`src/rtl/median_5_window.sv`:
```
// Streaming median-of-5 filter.
// Accepted samples shift into a 5-entry window. Once the window is full,
// each further accept launches the window into a two-stage sort pipeline.
// That pipeline produces the median, minimum and maximum of the window.
// Backpressure from out_ready freezes the whole datapath.
module median_5_window #(
  parameter int WIDTH = 32
) (
  input  logic             clk,
  input  logic             rst,
  input  logic             flush,
  input  logic             in_valid,
  output logic             in_ready,
  input  logic [WIDTH-1:0] in_data,
  output logic             out_valid,
  input  logic             out_ready,
  output logic [WIDTH-1:0] out_median,
  output logic [WIDTH-1:0] out_min,
  output logic [WIDTH-1:0] out_max
);

  function automatic logic [WIDTH-1:0] min_of(input logic [WIDTH-1:0] a, input logic [WIDTH-1:0] b);
    return (a < b) ? a : b;
  endfunction

  function automatic logic [WIDTH-1:0] max_of(input logic [WIDTH-1:0] a, input logic [WIDTH-1:0] b);
    return (a < b) ? b : a;
  endfunction

  // Median of three values: drop the smallest and the largest.
  function automatic logic [WIDTH-1:0] med3(input logic [WIDTH-1:0] a, input logic [WIDTH-1:0] b,
                                            input logic [WIDTH-1:0] c);
    return max_of(min_of(a, b), min_of(max_of(a, b), c));
  endfunction

  logic [WIDTH-1:0] win_0, win_1, win_2, win_3, win_4;  // win_0 is the newest sample
  logic [2:0]       count;
  logic             win_valid;  // window holds a launched snapshot
  logic             s1_valid;

  // Stage 1 partial sort: extremes of entries 0..3, their two middle values, entry 4.
  logic [WIDTH-1:0] s1_lo, s1_hi, s1_mid_a, s1_mid_b, s1_e;

  logic             stall;
  logic             accept;
  logic             launch;

  logic [WIDTH-1:0] p_lo_01, p_hi_01, p_lo_23, p_hi_23;

  assign stall  = out_valid && !out_ready;
  assign accept = in_valid && !stall && !flush;
  // Count 4 becomes 5 on this accept; count 5 stays saturated. Both launch.
  assign launch = accept && (count >= 3'd4);
  // Held high through reset so upstream never sees a spurious block.
  assign in_ready = rst || (!stall && !flush);

  // Sort the pairs (0,1) and (2,3).
  always_comb begin
    p_lo_01 = min_of(win_0, win_1);
    p_hi_01 = max_of(win_0, win_1);
    p_lo_23 = min_of(win_2, win_3);
    p_hi_23 = max_of(win_2, win_3);
  end

  // Window shift register; the oldest entry falls off on every accept.
  always_ff @(posedge clk or posedge rst) begin
    if (rst) begin
      win_0 <= {WIDTH{1'b0}};
      win_1 <= {WIDTH{1'b0}};
      win_2 <= {WIDTH{1'b0}};
      win_3 <= {WIDTH{1'b0}};
      win_4 <= {WIDTH{1'b0}};
    end else if (accept) begin
      win_0 <= in_data;
      win_1 <= win_0;
      win_2 <= win_1;
      win_3 <= win_2;
      win_4 <= win_3;
    end
  end

  // Occupancy counter, saturating at a full window.
  always_ff @(posedge clk or posedge rst) begin
    if (rst) begin
      count <= 3'd0;
    end else if (flush) begin
      count <= 3'd0;
    end else if (accept && (count != 3'd5)) begin
      count <= count + 3'd1;
    end
  end

  // Valid bits travel with their data and freeze while downstream stalls.
  always_ff @(posedge clk or posedge rst) begin
    if (rst) begin
      win_valid <= 1'b0;
      s1_valid  <= 1'b0;
      out_valid <= 1'b0;
    end else if (flush) begin
      win_valid <= 1'b0;
      s1_valid  <= 1'b0;
      out_valid <= 1'b0;
    end else if (!stall) begin
      win_valid <= launch;
      s1_valid  <= win_valid;
      out_valid <= s1_valid;
    end
  end

  // Stage 1: merge the sorted pairs into min, max and the two middle values of entries 0..3.
  always_ff @(posedge clk or posedge rst) begin
    if (rst) begin
      s1_lo    <= {WIDTH{1'b0}};
      s1_hi    <= {WIDTH{1'b0}};
      s1_mid_a <= {WIDTH{1'b0}};
      s1_mid_b <= {WIDTH{1'b0}};
      s1_e     <= {WIDTH{1'b0}};
    end else if (!stall && win_valid) begin
      s1_lo    <= min_of(p_lo_01, p_lo_23);
      s1_hi    <= max_of(p_hi_01, p_hi_23);
      s1_mid_a <= max_of(p_lo_01, p_lo_23);
      s1_mid_b <= min_of(p_hi_01, p_hi_23);
      s1_e     <= win_4;
    end
  end

  // Stage 2: fold entry 4 in.
  // With entries 0..3 sorted, the median of all five is med3 of the middle pair and entry 4.
  always_ff @(posedge clk or posedge rst) begin
    if (rst) begin
      out_median <= {WIDTH{1'b0}};
      out_min    <= {WIDTH{1'b0}};
      out_max    <= {WIDTH{1'b0}};
    end else if (!stall && s1_valid) begin
      out_median <= med3(s1_mid_a, s1_mid_b, s1_e);
      out_min    <= min_of(s1_lo, s1_e);
      out_max    <= max_of(s1_hi, s1_e);
    end
  end

endmodule

```
`config.mk`:
```
export PLATFORM = sky130hd
export DESIGN_NAME = median_5_window
export DESIGN_NICKNAME = d
export VERILOG_FILES = /design/src/rtl/median_5_window.sv
export SDC_FILE = /design/constraint.sdc
export NUM_CORES = 2
export LEC_CHECK = 0
export ABC_AREA = 1
export BUFFER_PORTS_ARGS = -buffer_cell sky130_fd_sc_hd__clkbuf_2
export CAP_MARGIN = 20
export CORE_MARGIN = 8
export CORE_UTILIZATION = 57
export CTS_CLUSTER_SIZE = 8
export DETAILED_ROUTE_END_ITERATION = 8
export GPL_ROUTABILITY_DRIVEN = 1
export MAX_ROUTING_LAYER = met4
export PLACE_DENSITY_LB_ADDON = 0.08
export SKIP_LAST_GASP = 1
export SLEW_MARGIN = 20
export SYNTH_ARGS = -nofsm -noshare
export SYNTH_HDL_FRONTEND = slang
export SYNTH_SLANG_ARGS = --single-unit
```
`constraint.sdc`:
```
create_clock -name clk -period 11.8 [get_ports clk]
set_clock_uncertainty 0.15 [all_clocks]
set_input_delay 0.59 -clock clk [delete_from_list [all_inputs] [get_ports clk]]
set_output_delay 0.59 -clock clk [all_outputs]
set_load 0.05 [all_outputs]
```
==> impl_metrics.ini <==
[outcome]
outcome = complete, no violations

[power_and_ir_drop]
power_density_nw_per_um2 = 320
p_sw_frac = 0.520
power_mw = 9.37
p_seq_frac = 0.231
intPower_mw = 4.49
clkPwrFrac = 0.160
p_sw_mw = 4.87
ir_drop_mv = 0.456
combPwrFrac = 0.609
p_leak_nw = 15.2

[flow_run]
cap_viol_max_count = 0

[floorplanning]
die_y_microns = 233
start_util = 0.577
io_pins = 135
dieArea_sq_um = 54200
rows = 79
fp.coreArea_sq_um = 46500
die_w_microns = 233

[placed_design]
gp_congestion = 0.955
port_buffers = 134
hpwlAfterDp_microns = 58400

[logic_synthesis]
synth-main-ff-cell = dfrtp_1
synth_top_area_share = 0.394
synth_area_leaders = dfrtp_1 39%, nand2_1 16%, ha_1 13%
synth-seq-cells = 422
yosysTopAreaCell = dfrtp_1
yosysUniqueCellTypes = 34
syn-instance-count = 3626
yosysWarnings = 0
async_flop_share = 1.00
synth_edf_count = 0
syn-cell-area_sq_um = 26800
syn_area_per_cell_sq_um = 7.39
synth_nets = 3944
ys_seq_area_frac = 0.394

[hold_path]
hold_depth = 3
hp-class = primary input to flip-flop
min_to = win_0[17]
min_from = in_data[17]

[worst_setup_path]
crit_required_ns = 12.14
reg2reg_to = out_median[28]
r2r-start = s1_mid_b[31]
critPathKind = flip-flop to flip-flop
ff2ff_setup_slack_ns = 3.50
reg2regPathDepth = 26
critPathMaxFanout = 127
path_buf_inv = 1
cp_top_family = simple AND/OR/NAND/NOR gates
start_kind = flip-flop
endpoint_kind = flip-flop
worstPathArrival_ns = 8.64
max_stage_delay_ns = 0.73
cp-startpoint = s1_mid_b[31]
timing.critical_path.slowest_stage_cell = nand2_4

[detailed_routing]
first_iter_violations = 2731
wl_per_cell_microns = 18.6
viasPerCell = 5.79
ant_nets = 0
route.detailed.drc = 0
num_vias = 24619
wirelength_microns = 79200
first_pass_iters = 7

[layout]
nets = 3959
layout.area.seq_sq_um = 10600
fillCellCount = 4262
syn2layout_area_growth_pct = 9.13
utilization = 0.629
multi_input_area_sq_um = 14200
drive_gt1_frac = 0.0664
antenna_cells = 0

[clocking]
cts_sinks = 422
cts_tree = done
cts_resized = 0
cts.path.max_buffers = 3
cts_setup_buffers = 0
cts_max_level = 2
worstSkewPairLatency_ns = 0.62
clk_pin_slew_ns = 0.05
cts_made_buffers = 58
clock-root-buffer = clkbuf_16
ctsHoldBuffers = 0

[global_routing]
antenna_found_initial = 1
grt_pass1_wl_microns = 124000
grt_max_degree = 140
overflow = 0
grt_pass1_vias = 22501
grt_usage = 0.297

[sta]
tns_ns = 0
period_needed_ns = 8.30
rsz0062_at_grt = no
setup_violations = 0
finalCritPeriodShare = 0.704
hold_viol = 0
timing.fmax_mhz = 120
relSlewSlack = 0.264
tightest_slew_ns = 1.10
drv_slew = 0
==> synth_stat cells, types with 4 or more instances <==
cell	number
inv_1	362
o221a_2	5
o211ai_1	6
o221ai_1	12
clkbuf_1	150
a21oi_1	160
dfrtp_1	422
nor2_1	73
nand2_1	1142
a211oi_1	19
o21ai_0	531
nor4_1	4
nand4_1	29
nor3_1	14
o21a_1	8
nand3_1	339
buf_2	32
buf_1	13
ha_1	281
nand2_2	4
==> worst max-delay path by stage <==
stage                      to  slack (ns)  depth (start not counted)
2_1_floorplan        in_ready        1.75                          2
3_3_place_gp   out_median[24]        3.80                         26
3_5_place_dp   out_median[24]        3.69                         26
4_1_cts         out_median[0]        3.67                         26
5_1_grt        out_median[26]        3.08                         26
6_report       out_median[28]        3.50                         26
==> power groups by stage <==
stage	clock (mW)	combinational (mW)	sequential [mW]
floorplan	0	4.06	2.31
global placement	0	5.44	2.15
detailed placement	0	5.62	2.17
CTS	1.53	5.64	2.15
global route	1.59	6.44	2.20
finish	1.50	5.70	2.17
==> cell type report <==
type                       count  share of cell area
multi-input combinational   2644               0.485
sequential                   422               0.361
clock buffer                  62              0.0527
inverter                     362              0.0467
timing repair buffer         153              0.0284
tap                          607              0.0260
==> worst reg2reg max path, cell delays in order, from the launching register on <==
cell,delay (ns)
dfrtp_1,0.36
inv_1,0.13
ha_1,0.33
nand2_1,0.07
nor2_1,0.17
nand4_1,0.21
nor2_1,0.27
nand2_2,0.13
nand2_4,0.73
o21ai_0,0.42
ha_1,0.39
nand4_1,0.12
nor3_1,0.32
nor4b_1,0.62
nand2_2,0.16
nand2_2,0.70
o21ai_0,0.30
ha_1,0.36
nand2_1,0.07
nor2_1,0.12
nand3_1,0.14
nor4b_1,0.65
nand2_2,0.56
nand2_4,0.47
nand2_1,0.10
nand3_1,0.08
nand2_1,0.07
==> metrics by stage <==
| stage | cells | worst slack, ns | hold WS (ns) | area (sq um) |
|---|---|---|---|---|
| floorplan | 3626 | 1.75 | 0.299 | 26800 |
| global placement | 4188 | 3.80 | 0.312 | 27700 |
| detailed placement | 4188 | 3.69 | 0.317 | 27700 |
| CTS | 4250 | 3.67 | 0.0137 | 29200 |
| global route | 4250 | 3.08 | 0.0312 | 29200 |
| finish | 4250 | 3.50 | 0.0422 | 29200 |
==> cells by family (layout without fill, tap and decap cells) <==
logic type,after synthesis,count (layout),share of synthesized area
simple gates,1609,1609,0.246
compound gates,754,754,0.148
buf+inv,560,577,0.0805
flops,422,422,0.394
fa+ha+maj,281,281,0.131
==> placed cells by master (no fill, tap or decap), types with 12 or more instances in the layout <==
master,synthesis,layout
nand2_1,1142,1136
ha_1,281,281
dfrtp_1,422,422
nor2_1,73,71
a211oi_1,19,19
buf_4,2,17
nand4_1,29,29
clkbuf_16,0,61
o221ai_1,12,12
inv_1,362,358
a21oi_1,160,158
o21ai_0,531,531
nand3_1,339,338
nor3_1,14,14
clkbuf_2,0,134
==> flip-flops by register name (all words and copies together), names as in the netlist, 3 cells and up <==
signal,count
win_2,32
s1_lo,32
win_1,32
out_median,32
out_min,32
s1_e,32
s1_mid_a,32
win_4,32
count,3
s1_mid_b,32
win_0,32
out_max,32
s1_hi,32
win_3,32
==> layer usage <==
metal | vias to the layer above | routed length, microns | global-route usage
met5 | - | 0 | -
met4 | 0 | 1510 | 0.0608
li1 | 11973 | - | -
met2 | 1003 | 31100 | 0.391
met3 | 109 | 8370 | 0.0624
met1 | 11534 | 38200 | 0.460
No activity file was read; power rests on OpenSTA's default activity.
